### config.mk
export PLATFORM = sky130hd
export DESIGN_NAME = alu_issue_ctrl
export DESIGN_NICKNAME = d
export VERILOG_FILES = /design/src/rtl/alu_issue_ctrl.sv
export SDC_FILE = /design/constraint.sdc
export NUM_CORES = 1
export LEC_CHECK = 0
export ABC_AREA = 1
export CORE_MARGIN = 10
export CORE_UTILIZATION = 40
export CTS_CLUSTER_DIAMETER = 120
export DETAILED_ROUTE_END_ITERATION = 10
export PLACE_DENSITY_LB_ADDON = 0.12
export REMOVE_ABC_BUFFERS = 1
export SYNTH_ARGS = -nofsm -noshare
export SYNTH_HDL_FRONTEND = slang
export SYNTH_SLANG_ARGS = --single-unit
### constraint.sdc
create_clock -name clk -period 1.9 [get_ports clk]
set_input_delay 0.475 -clock clk [delete_from_list [all_inputs] [get_ports clk]]
set_output_delay 0.475 -clock clk [all_outputs]
set_load 0.02 [all_outputs]
### src/rtl/alu_issue_ctrl.sv
// alu_issue_ctrl
// ---------------------------------------------------------------------------
// Issue-side controller for the arithmetic execute unit. It takes one ready
// operation from the reservation station and pulses start to the execute
// unit. It waits for the done pulse, then holds the tagged result on the CDB
// until the arbiter grants it. Only one operation is in flight at a time.
//
// Optional feature macro: ALU_ISSUE_WDOG_EN
//   When this macro is defined, a watchdog counts the cycles spent in WAIT and
//   DRAIN. After TIMEOUT_CYCLES cycles without done, it sets the sticky
//   wdog_err flag and returns the controller to IDLE with no broadcast.
//   When the macro is undefined, wdog_err is tied to 0.
//
// Ports
//   clk, rst                     clock, asynchronous active-low reset
//   in_valid/in_ready            reservation-station handshake
//   in_op/in_vala/in_valb/
//   in_valhw/in_tag              operation captured on accept
//   flush                        squash of the in-flight operation
//   start                        one-cycle start pulse to the execute unit
//   ALUop/alu_vala/alu_valb/
//   alu_valhw                    operands held for the execute unit
//   res/done                     execute unit result and completion pulse
//   cdb_valid/cdb_ready          CDB request and grant
//   cdb_tag/cdb_data             broadcast tag and result
//   wdog_err                     sticky watchdog error flag
// ---------------------------------------------------------------------------
module alu_issue_ctrl #(
    parameter int TAG_W          = 4,
    parameter int TIMEOUT_CYCLES = 64
) (
    input  logic             clk,
    input  logic             rst,
    input  logic             in_valid,
    output logic             in_ready,
    input  logic [4:0]       in_op,
    input  logic [63:0]      in_vala,
    input  logic [63:0]      in_valb,
    input  logic [5:0]       in_valhw,
    input  logic [TAG_W-1:0] in_tag,
    input  logic             flush,
    output logic             start,
    output logic [4:0]       ALUop,
    output logic [63:0]      alu_vala,
    output logic [63:0]      alu_valb,
    output logic [5:0]       alu_valhw,
    input  logic [63:0]      res,
    input  logic             done,
    output logic             cdb_valid,
    input  logic             cdb_ready,
    output logic [TAG_W-1:0] cdb_tag,
    output logic [63:0]      cdb_data,
    output logic             wdog_err
);

    typedef enum logic [2:0] {
        IDLE  = 3'd0,
        ISSUE = 3'd1,
        WAIT  = 3'd2,
        DRAIN = 3'd3,
        BCAST = 3'd4
    } state_t;

    state_t state_q, state_d;

    logic [4:0]       op_q;
    logic [63:0]      vala_q;
    logic [63:0]      valb_q;
    logic [5:0]       valhw_q;
    logic [TAG_W-1:0] tag_q;
    logic [63:0]      data_q;
    logic             wdog_fire;

    wire accept    = (state_q == IDLE) && in_valid;
    // The result is kept only if it arrives in WAIT with no flush in the
    // same cycle. A flush on the same cycle as done discards the result.
    wire keep_res  = (state_q == WAIT) && done && !flush;

`ifdef ALU_ISSUE_WDOG_EN
    localparam int CNT_W = $clog2(TIMEOUT_CYCLES + 1);

    logic [CNT_W-1:0] wdog_cnt;
    logic             wdog_err_q;

    // A done pulse on the final count wins over the timeout.
    assign wdog_fire = ((state_q == WAIT) || (state_q == DRAIN)) && !done &&
                       (wdog_cnt == CNT_W'(TIMEOUT_CYCLES - 1));

    // The counter restarts whenever the state changes. So entering WAIT, and
    // moving from WAIT into DRAIN, both begin a fresh count.
    always_ff @(posedge clk or negedge rst) begin
        if (!rst) begin
            wdog_cnt   <= '0;
            wdog_err_q <= 1'b0;
        end else begin
            if (state_d != state_q)
                wdog_cnt <= '0;
            else if ((state_q == WAIT) || (state_q == DRAIN))
                wdog_cnt <= wdog_cnt + CNT_W'(1);
            if (wdog_fire)
                wdog_err_q <= 1'b1;
        end
    end

    assign wdog_err = wdog_err_q;
`else
    logic unused_timeout;
    assign unused_timeout = ^TIMEOUT_CYCLES;
    assign wdog_fire      = 1'b0;
    assign wdog_err       = 1'b0;
`endif

    always_ff @(posedge clk or negedge rst) begin
        if (!rst)
            state_q <= IDLE;
        else
            state_q <= state_d;
    end

    always_comb begin
        state_d = state_q;
        unique case (state_q)
            IDLE:    if (in_valid) state_d = ISSUE;
            // start pulses in ISSUE whether or not a flush is present.
            ISSUE:   state_d = flush ? DRAIN : WAIT;
            WAIT: begin
                if (done)
                    state_d = flush ? IDLE : BCAST;
                else if (flush)
                    state_d = DRAIN;
            end
            // The execute unit cannot abort, so wait for its done and drop it.
            DRAIN:   if (done) state_d = IDLE;
            BCAST:   if (cdb_ready || flush) state_d = IDLE;
            default: state_d = IDLE;
        endcase
        if (wdog_fire)
            state_d = IDLE;
    end

    // Operand and result holding registers
    always_ff @(posedge clk or negedge rst) begin
        if (!rst) begin
            op_q    <= '0;
            vala_q  <= '0;
            valb_q  <= '0;
            valhw_q <= '0;
            tag_q   <= '0;
            data_q  <= '0;
        end else begin
            if (accept) begin
                op_q    <= in_op;
                vala_q  <= in_vala;
                valb_q  <= in_valb;
                valhw_q <= in_valhw;
                tag_q   <= in_tag;
            end
            if (keep_res)
                data_q <= res;
        end
    end

    assign in_ready  = (state_q == IDLE);
    assign start     = (state_q == ISSUE);
    assign cdb_valid = (state_q == BCAST);
    assign ALUop     = op_q;
    assign alu_vala  = vala_q;
    assign alu_valb  = valb_q;
    assign alu_valhw = valhw_q;
    assign cdb_tag   = tag_q;
    assign cdb_data  = data_q;

endmodule

## After elaboration in Yosys (flattened, before gate mapping)

Index checks and enable logic that the tools add are counted.

- Bits in registers: 210
- Input bits: 213
- Output and inout port bits: 211
- Word-level logic and storage cells: 30

- Equal/unequal tests: 8
- Multiplexer cells: 8
- Reductions and logical operators: 7

Operators by type and width:

| operator | count |
|---|---|
| $mux 3 | 6 |
| $pmux 3 s5 | 1 |
| $eq 3x2->1 const B | 2 |
| $ne 2x2->1 const B | 2 |
| $reduce_and 4->1 | 1 |
| $eq 3x1->1 const B | 1 |
| $eq 3x3->1 const B | 1 |
| $logic_and 1x1->1 | 3 |
| $logic_not 3->1 | 1 |
| $ne 3x3->1 const B | 1 |
| $ne 2x1->1 const B | 1 |
| $logic_not 1->1 | 1 |
| $logic_or 1x1->1 | 1 |
| $mux 1 | 1 |

## Longest topological paths before layout

- Word-level depth: 3
- Depth in mapped cells: 8
- Gate-level depth less buffers: 6

## Worst setup path after synthesis

OpenSTA, ideal clock, no wires.

- Kind: register -> output
- Start point: register state_q[1]
- End point: output in_ready
- Data arrival time: 1.055 ns
- Path slack: 0.370 ns
- Cell stages (with the launch flop): 6
- Path buffers: 2
- Cells stage by stage: dfrtp_1 -> buf_2 -> nor2_4 -> nand2_4 -> clkbuf_1 -> inv_1

- Word-level cells in the longest chain between the ends: 1

Ends and longest elaborated chain:

| element | RTL line | source |
|---|---|---|
| start, declared | 64 | `state_t state_q, state_d;` |
| start signal, assigned | 117 | `state_q <= state_d;` |
| $logic_not 3->1 | 163 | `assign in_ready = (state_q == IDLE);` |
| end, declared | 35 | `output logic in_ready,` |

No other way between the ends.

## Worst setup path after layout

- Start point: register state_q[1]
- End point: output start

- Word-level cells in the longest chain between the ends: 1

Ends and longest elaborated chain:

| element | RTL line | source |
|---|---|---|
| $eq 3x1->1 | 164 | `assign start = (state_q == ISSUE);` |
| end, declared | 42 | `output logic start,` |

No other way between the ends.

==> results.env <==
RUN_STATUS='finished, final reports clean'
SYN_AREA_PER_CELL_UM2=8.928
IO_PINS=424
TIMING.SETUP.TNS_PS=0
SYNTH.FF_LATCH_COUNT=210
FINAL-SEQ-AREA_UM2=5255
CTS_TREE='done'
SETUP.WORST_PATH.END_CLASS='primary output'
FILLERINSTANCES=1712
WORSTREGTOREGCELLS=7
DIE_WIDTH_UM=164.2
SETUP_VIOLATIONS=0
INITIAL_UTILIZATION_PCT=40.86
MULTIINPUTGATEAREA_UM2=2542
DETAIL_ROUTE.ITER0.VIOLATIONS=553
DRIVE_ABOVE_1_SHARE_PCT=6.749
SYNTH.YOSYS.WARNINGS=0
VIAS=7818
POST_SYNTH_MAIN_AREA_CONTRIBUTORS='dfrtp_1 63%, nand2_1 16%, o21ai_0 13%'
MAPPEDNETLISTAREA_UM2=8320
FMAX_MHz=534.3
PLACEMENTROWS=52
WIRE_LENGTH_OF_THE_FIRST_GLOBAL_ROUTING_PASS_UM=45890
CORE_AREA_UM2=20360
DRC_VIOLATIONS_LEFT=0
CRITPATHMAXFANOUT=3
ROUTED_WL_UM=30630
MET3_USAGE_PCT=8.310
DP.FINAL_HPWL_UM=23110
CP-STARTPOINT='state_q[1]'
CLKSINKCOUNT=210
BUSIEST_LAYER='met2'
NETLIST-CELL-TYPE-COUNT=16
PATH_CLASS='flip-flop to primary output'
VDD_IR_DROP_MAX_uV=816.8
FINAL_COMMON_CELL='nand2_1'
AREA_DELTA_SYNTH_FINAL_PCT=65.04
YOSYSSEQAREASHARE_PCT=63.16
HOLD_CLASS='flip-flop to flip-flop'
PLACE_CONGESTION=0.8137
CRITPATHREQUIREDTIME_PS=1420
GRT_START_MAX_NET_PINS=87
PLACED_CELLS=1600
TOTAL_POWER_mW=22.46
PORTBUFFERS=422
START_KIND='flip-flop'
NUMBER_OF_CTS_INSERTED_BUFFERS=24
ROUTED_WIRE_LENGTH_PER_INSTANCE_UM=18.55
TIMING.REG2REG.SETUP_SLACK_PS=230
MAX-CAP-VIOLATIONS=0
SYNTH.LARGEST_AREA_CELL='dfrtp_1'
CLK_PIN_SLEW_WORST_PATHS_PS=60
WORST_SETUP_PATH_ENDPOINT='start'
SYNTHCELLS=932
LAUNCH_INSTANCE_OF_THE_WORST_REGISTER_TO_REGISTER_PATH='state_q[1]'
DRT-PASS1-ITER-COUNT=5
TIMING.FINAL.CRIT_PERIOD_PS=1872
DESIGN.DIE.AREA_UM2=26970
DETAIL_ROUTE.VIAS_PER_CELL=4.735
OVERFLOW=0
CLK_LAT_WORST_SKEW_PS=510
P_PER_AREA_nW_PER_UM2=1636
DIE_HEIGHT_UM=164.2
CTSLONGESTPATHBUFFERS=3
ANTENNA_FOUND_INITIAL=5
POWER.STATIC_LEAKAGE_nW=7.211
FINAL_MIN_PERIOD_OVER_CLOCK_PERIOD_PCT=98.50
CRIT-REG2REG-CAPTURE='cdb_tag[1]'
REPORT.FINAL.HOLD_VIOL_COUNT=0
ROOT_BUFFER='clkbuf_16'
CLOCK-SKEW-FINAL_PS=4.248
GRT_PASS1_VIAS=7974
FINISH.NET_COUNT=1575
TIMING.FINAL.MAX_SLEW_VIOLATIONS=0
TIMING.CRITICAL_PATH.ARRIVAL_PS=1400
CTS_HTREE_LEVELS=1
GRT_UTIL_ALL_LAYERS_PCT=21.62
RSZ0062_AT_GRT='yes'
POST_ROUTE_NON_FILLER_STANDARD_CELL_COUNT=1651
ANT_NETS=0
GROUTE.LAYER.MET1.USAGE_PCT=23.43
SYNTH_TOP_AREA_SHARE_PCT=63.16
FINAL_CELL_MIX='360 x nand2_1, 211 x clkdlybuf4s50_1, 210 x dfrtp_1'
MET2_USAGE_PCT=37.77
-- critical path, cell delays in order, from the launching register on --
cell	delay, ps
dfrtp_1	410
nor2_4	150
buf_6	130
nand2_4	40
inv_2	40
buf_6	110
-- Yosys cell counts, drive strengths merged --
cell type,n
nand4,1
nand2,363
inv,71
nor2,8
dfrtp,210
conb,1
nand3,8
clkbuf,34
o21ai,209
buf,27
-- power breakdown --
| group | internal, mW | switching (mW) | total, mW |
|---|---|---|---|
| logic | 3.68 | 6.48 | 10.2 |
| registers | 6.55 | 0.961 | 7.51 |
| clock network | 2.97 | 1.81 | 4.78 |
-- worst min-delay path by stage --
stage,from,to,cells after the start
after floorplan,rst,ALUop[0],0
after global placement,rst,alu_valb[58],1
after detailed placement,rst,alu_valb[58],1
after CTS,cdb_data[27],cdb_data[27],2
after global routing,in_valb[43],alu_valb[43],3
final,cdb_data[52],cdb_data[52],2
-- per-layer routing --
layer | wire length [um] | up-vias
li1 | - | 3782
met1 | 10750 | 3668
met2 | 15910 | 305
met3 | 3077 | 59
met4 | 877 | 4
met5 | 23 | -
-- cells by family after synthesis --
logic type      count (synthesis)  share of synthesized area [%]
compound gates                209                          12.57
buf+inv                       132                          6.556
flops                         210                          63.16
other cells                     1                        0.04507
simple gates                  380                          17.67
-- registers in the layout, indices dropped and copies added (netlist names) --
signal and flops:
alu_vala 64, alu_valhw 6, alu_valb 64, cdb_data 64, cdb_tag 4, ALUop 5, state_q 3
-- layout make-up --
cell class / count / share of cell area [%]
multi-input cells: 590 / 18.51
diodes: 3 / 0.05467
inverters: 71 / 1.950
well taps: 270 / 2.460
repair buffers: 465 / 32.71
clock inverters: 5 / 0.5740
clock buffers: 37 / 5.467
flip-flops and latches: 210 / 38.27
-- metrics by stage --
stage | util [%] | cell area, um2 | hold WS [ps] | worst slack, ps
after floorplan | - | 8041 | 179.4 | -1819
after global placement | 64.14 | 13060 | 464.1 | -125.0
after detailed placement | 64.14 | 13060 | 468.0 | -153.6
after CTS | 66.96 | 13640 | 482.0 | -37.99
after global routing | 67.43 | 13730 | 495.9 | -44.09
final | 67.43 | 13730 | 477.8 | 28.42
-- timing repair --
item	in CTS	in global routing
endpoints found under the hold margin	41	0
hold buffers	1	0
gates resized for setup	226	17
cloned	0	0
endpoints found under the setup margin	269	62
pin swaps	0	2
setup buffers	0	5
Power figures use the tool's default switching activity.
==> variant 1 (same settings) <==
The parameter `TAG_W` goes from 4 to 5.
--- a/src/rtl/alu_issue_ctrl.sv
+++ b/src/rtl/alu_issue_ctrl.sv
@@ -28,3 +28,3 @@
 module alu_issue_ctrl #(
-    parameter int TAG_W          = 4,
+    parameter int TAG_W          = 5,
     parameter int TIMEOUT_CYCLES = 64
Ports: changed (resized cdb_tag and in_tag); port bits go from 424 to 426. No check against the original RTL was run, so the function may have changed too.
==> variant 1 against the original RTL <==
Power shrank 0.89%; fmax shrank 0.12%; setup slack lost 0.0023 ns; wire length grew 0.29%; via count shrank 1.9%; sequential cell count grew 1; clock skew grew 0.0083 ns; area after synthesis grew 0.78%; final area shrank 0.82%; critical endpoint is now in_ready; largest cell class unchanged; largest power group unchanged.
==> variant 1: results <==
<?xml version="1.0" encoding="UTF-8"?>
<metrics>
  <group name="sta">
    <metric name="whs" unit="ns">0.472</metric>
    <metric name="final_critical_path_setup_slack" unit="ns">0.0261</metric>
    <metric name="worst_clock_skew" unit="ns">0.0126</metric>
  </group>
  <group name="power_and_ir_drop">
    <metric name="cell_internal_pwr" unit="mW">13.0</metric>
    <metric name="p_clk_share" unit="%">20.6</metric>
    <metric name="switchingPower" unit="mW">9.29</metric>
    <metric name="vdd_drop_max" unit="mV">0.900</metric>
    <metric name="cellLeakagePower" unit="nW">7.14</metric>
  </group>
  <group name="route">
    <metric name="drtPass1Iterations" unit="">4</metric>
    <metric name="drt-wirelength-per-cell" unit="um">18.7</metric>
    <metric name="drt-initial-drc-count" unit="">498</metric>
    <metric name="via_per_inst" unit="">4.66</metric>
    <metric name="route.final.wire_length" unit="um">30700</metric>
  </group>
  <group name="logic_synthesis">
    <metric name="post_syn_area_per_cell" unit="sq um">8.94</metric>
    <metric name="synth_compound_gate_area_share" unit="%">12.5</metric>
    <metric name="synth_top_cells_by_count" unit="">sky130_fd_sc_hd__nand2_1, sky130_fd_sc_hd__dfrtp_1, sky130_fd_sc_hd__o21ai_0, sky130_fd_sc_hd__inv_1, sky130_fd_sc_hd__clkbuf_1</metric>
    <metric name="top_cells_by_area_synth" unit="">sky130_fd_sc_hd__dfrtp_1, sky130_fd_sc_hd__nand2_1, sky130_fd_sc_hd__o21ai_0</metric>
    <metric name="synth.distinct_cells" unit="">18</metric>
  </group>
  <group name="grt">
    <metric name="number_of_antenna_violations_at_the_first_check_in_global_routing" unit="">4</metric>
    <metric name="largest_net_degree_at_the_start_of_global_routing" unit="">104</metric>
    <metric name="grt.met2_usage" unit="%">37.0</metric>
    <metric name="grt_util_met1" unit="%">23.4</metric>
    <metric name="first_global_vias" unit="">7776</metric>
    <metric name="global_route.usage.met3" unit="%">8.49</metric>
    <metric name="grt_first_pass_wirelength" unit="um">45600</metric>
    <metric name="grt.total_usage" unit="%">21.5</metric>
  </group>
  <group name="layout">
    <metric name="layout.filler_cells" unit="">1760</metric>
    <metric name="layout.nets" unit="">1571</metric>
    <metric name="final-seq-area" unit="sq um">5280</metric>
    <metric name="fraction_of_layout_cells_with_a_size_suffix_above_1" unit="%">5.68</metric>
  </group>
  <group name="outcome">
    <metric name="outcome" unit="">finished, final reports clean</metric>
  </group>
  <group name="placed_design">
    <metric name="numPlacedInstances" unit="">1597</metric>
    <metric name="finalWeightedCongestion" unit="">0.843</metric>
    <metric name="dp_hpwl" unit="um">23100</metric>
    <metric name="placed_area" unit="sq um">13000</metric>
    <metric name="portbufs" unit="">424</metric>
  </group>
  <group name="clocking">
    <metric name="cts_made_buffers" unit="">25</metric>
    <metric name="worst_skew_pair.late_latency" unit="ns">0.52</metric>
  </group>
</metrics>
variant 1: cell count changes in the layout (fill, tap and decap cells not counted), moves of 3 or more:
cell and delta:
sky130_fd_sc_hd__clkbuf_8 -3, sky130_fd_sc_hd__buf_4 -7, sky130_fd_sc_hd__buf_6 -3, sky130_fd_sc_hd__nand2_4 -3, sky130_fd_sc_hd__o21ai_1 +12, sky130_fd_sc_hd__o21ai_0 -11, sky130_fd_sc_hd__nand2_1 +4
variant 1: what timing repair did:
action	4_1_cts	5_1_grt
hold buffers	1	0
buffers inserted	2	0
pin swaps	1	1
endpoints found under the setup margin	211	5
endpoints found under the hold margin	36	0
resized for setup	225	7
variant 1: layout make-up:
class,instances,area share [%]
inverters,71,2.01
flip-flops and latches,211,38.8
clock buffers,36,5.26
multi-input cells,593,18.7
repair buffers,455,32.2
diodes,3,0.0551
clock inverters,8,0.533
well taps,270,2.48
variant 1: routing by layer:
layer / routed length, um / vias to the layer above
met5: 9 / -
met4: 1110 / 2
met2: 15500 / 271
met1: 10900 / 3548
met3: 3200 / 62
li1: - / 3789
variant 1: path summary, 6_finish.rpt:
kind,to,cells after the start,start
setup / recovery,in_ready,5,state_q[2]
hold / removal,alu_vala[3],2,alu_vala[3]
setup reg to reg,alu_vala[50],8,state_q[2]
hold reg to reg,alu_vala[3],2,alu_vala[3]
max in group asynchronous,cdb_data[45],3,rst
min in group asynchronous,alu_valb[51],2,rst
variant 1: cells by family after synthesis:
logic type             after synthesis
DFF                                211
buffers and inverters              134
AOI/OAI and AO/OA                  210
other                                1
and+or+nand+nor                    382
variant 1: worst min-delay path: cells and delay by family, from the launching register on:
family,cells,cell delay [ns]
DFF,1,0.33
and+or+nand+nor,1,0.05
AOI/OAI and AO/OA,1,0.06
==> variant 2 (config.mk and constraints unchanged) <==
Made on the original files. Encoding of `state_t`: now one-hot (5 bits for 5 states).
--- a/src/rtl/alu_issue_ctrl.sv
+++ b/src/rtl/alu_issue_ctrl.sv
@@ -55,8 +55,8 @@
 
-    typedef enum logic [2:0] {
-        IDLE  = 3'd0,
-        ISSUE = 3'd1,
-        WAIT  = 3'd2,
-        DRAIN = 3'd3,
-        BCAST = 3'd4
+    typedef enum logic [4:0] {
+        IDLE  = 5'b00001,
+        ISSUE = 5'b00010,
+        WAIT  = 5'b00100,
+        DRAIN = 5'b01000,
+        BCAST = 5'b10000
     } state_t;
Behaviour: no difference found for any inputs over 4 cycles, from zero or initial values and one cycle with rst low; so few cycles prove little.
==> variant 2 against the original RTL <==
Area after synthesis fell by 0.87%; power fell by 0.57%; hold slack got worse by 0.045 ns; largest power group unchanged; final area fell by 2.0%; register-to-register slack barely moved; sequential cell count rose by 2; the run now ends with negative setup slack left; clock power fell by 7.9%; wire length fell by 1.2%; sequential share of layout area rose by 1.2 points; setup slack got worse by 0.14 ns; clock skew rose by 0.0032 ns; die area fell by 0.77%; cell count fell by 0.48%.
==> variant 2: results <==
<?xml version="1.0" encoding="UTF-8"?>
<metrics>
  <group name="hold_path">
    <metric name="hold_class" unit="">input pin to async pin</metric>
  </group>
  <group name="grt">
    <metric name="number_of_antenna_violations_at_the_first_check_in_global_routing" unit="">1</metric>
    <metric name="largest_net_degree_at_the_start_of_global_routing" unit="">83</metric>
    <metric name="grt_first_pass_wirelength" unit="um">45800</metric>
    <metric name="grt.total_usage" unit="%">21.8</metric>
    <metric name="first_global_vias" unit="">7733</metric>
  </group>
  <group name="critical_path">
    <metric name="critical_path.max_stage_delay" unit="ns">0.54</metric>
    <metric name="path_max_fanout" unit="">2</metric>
    <metric name="critPathSlowestCell" unit="">sky130_fd_sc_hd__dfstp_2</metric>
    <metric name="cp_data_arrival_time" unit="ns">1.54</metric>
  </group>
  <group name="route">
    <metric name="route.final.wire_length" unit="um">30300</metric>
    <metric name="drtPass1Iterations" unit="">4</metric>
    <metric name="vias" unit="">7450</metric>
    <metric name="drt-initial-drc-count" unit="">512</metric>
    <metric name="dr_wl_met2" unit="um">14900</metric>
    <metric name="met3_length" unit="um">3360</metric>
    <metric name="via_per_inst" unit="">4.53</metric>
  </group>
  <group name="sta">
    <metric name="final_critical_path_setup_slack" unit="ns">-0.113</metric>
    <metric name="worst_clock_skew" unit="ns">0.00747</metric>
    <metric name="setup_viol" unit="">3</metric>
  </group>
  <group name="logic_synthesis">
    <metric name="ys_dominant_reg_cell" unit="">sky130_fd_sc_hd__dfrtp_1</metric>
    <metric name="synth.distinct_cells" unit="">24</metric>
    <metric name="synth_top_cells_by_count" unit="">sky130_fd_sc_hd__nand2_1, sky130_fd_sc_hd__dfrtp_1, sky130_fd_sc_hd__inv_1, sky130_fd_sc_hd__o21ai_1, sky130_fd_sc_hd__buf_2</metric>
    <metric name="post_syn_area_per_cell" unit="sq um">8.94</metric>
    <metric name="top_cells_by_area_synth" unit="">sky130_fd_sc_hd__dfrtp_1, sky130_fd_sc_hd__nand2_1, sky130_fd_sc_hd__o21ai_1</metric>
    <metric name="synth_sequential_area_ratio" unit="%">64.3</metric>
  </group>
  <group name="outcome">
    <metric name="outcome" unit="">finished, violations left</metric>
    <metric name="failed_checks" unit="">negative setup slack</metric>
  </group>
  <group name="layout">
    <metric name="layout.nets" unit="">1569</metric>
    <metric name="layout.filler_cells" unit="">1771</metric>
    <metric name="fin_area" unit="sq um">13500</metric>
    <metric name="fraction_of_layout_cells_with_a_size_suffix_above_1" unit="%">6.06</metric>
  </group>
  <group name="power_and_ir_drop">
    <metric name="cellLeakagePower" unit="nW">7.02</metric>
    <metric name="vdd_drop_max" unit="mV">0.871</metric>
  </group>
  <group name="placed_design">
    <metric name="finalWeightedCongestion" unit="">0.841</metric>
    <metric name="dp_hpwl" unit="um">23100</metric>
  </group>
</metrics>
==> variant 2: cell count changes in the layout (fill, tap and decap cells not counted), moves of 6 or more <==
cell and delta:
sky130_fd_sc_hd__nand2_1 +144, sky130_fd_sc_hd__buf_4 -10, sky130_fd_sc_hd__o21ai_1 +64, sky130_fd_sc_hd__nand3_1 -6, sky130_fd_sc_hd__o21ai_0 -207
==> variant 2: cell type report <==
type | instances | share of cell area, %
Tap cell | 270 | 2.51
Clock buffer | 38 | 5.46
Inverter | 73 | 2.06
Sequential cell | 212 | 39.5
Antenna cell | 3 | 0.0558
Timing Repair Buffer | 452 | 32.6
Multi-Input combinational cell | 593 | 17.7
Clock inverter | 2 | 0.102
==> variant 2: kinds of logic (layout without fill, tap and decap cells) <==
group / Yosys count / in the layout / share of synthesized area (%)
compound gates: 67 / 67 / 4.10
buf+inv: 118 / 565 / 7.11
flops: 212 / 212 / 64.3
other cells: 1 / 4 / 0.0455
simple gates: 525 / 525 / 24.4
==> variant 2: worst paths after layout <==
kind	end	slack [ns]	cells past startpoint
min in group clk	alu_vala[25]	0.47	2
setup reg to reg	alu_valb[40]	0.23	9
max in group asynchronous	state_q[0]	0.82	3
hold / removal	cdb_data[58]	0.43	2
setup / recovery	in_ready	-0.11	5
hold reg to reg	alu_vala[25]	0.47	2
==> variant 2: layer usage <==
metal  global-route usage (%)  vias up
li1                         -     3650
met5                        0        -
met4                     4.63        2
met1                     24.6     3470
met3                     9.39       29
met2                     37.5      299
==> variant 2: what timing repair did <==
item | CTS | global route
hold endpoints to repair | 20 | 0
buffers inserted | 0 | 1
hold buffers | 1 | 0
gates cloned | 0 | 0
resized for setup | 225 | 9
endpoints found under the setup margin | 210 | 3
pin swaps | 2 | 6
==> variant 2: power breakdown <==
part	internal (mW)	switching [mW]
clock	2.63	1.77
sequential	6.64	1.06
combinational	3.85	6.38
==> variant 2: worst register-to-register path, cell delays in order (launching register included) <==
cell	delay [ns]
sky130_fd_sc_hd__dfstp_2	0.54
sky130_fd_sc_hd__inv_2	0.05
sky130_fd_sc_hd__nor2_4	0.11
sky130_fd_sc_hd__nand3_2	0.11
sky130_fd_sc_hd__inv_2	0.10
sky130_fd_sc_hd__nand2_4	0.09
sky130_fd_sc_hd__inv_4	0.26
sky130_fd_sc_hd__buf_12	0.21
sky130_fd_sc_hd__nand2_1	0.07
sky130_fd_sc_hd__nand2_1	0.07
==> variant 2: through the flow <==
stage	TNS, ns	setup WS (ns)	total power, mW
global placement	-0.0871	-0.0838	19.4
CTS	-0.290	-0.165	22.6
detailed placement	-0.105	-0.105	19.6
finish	-0.192	-0.113	22.3
global route	-0.304	-0.144	23.9
floorplan	-281.10	-2.73	13.0
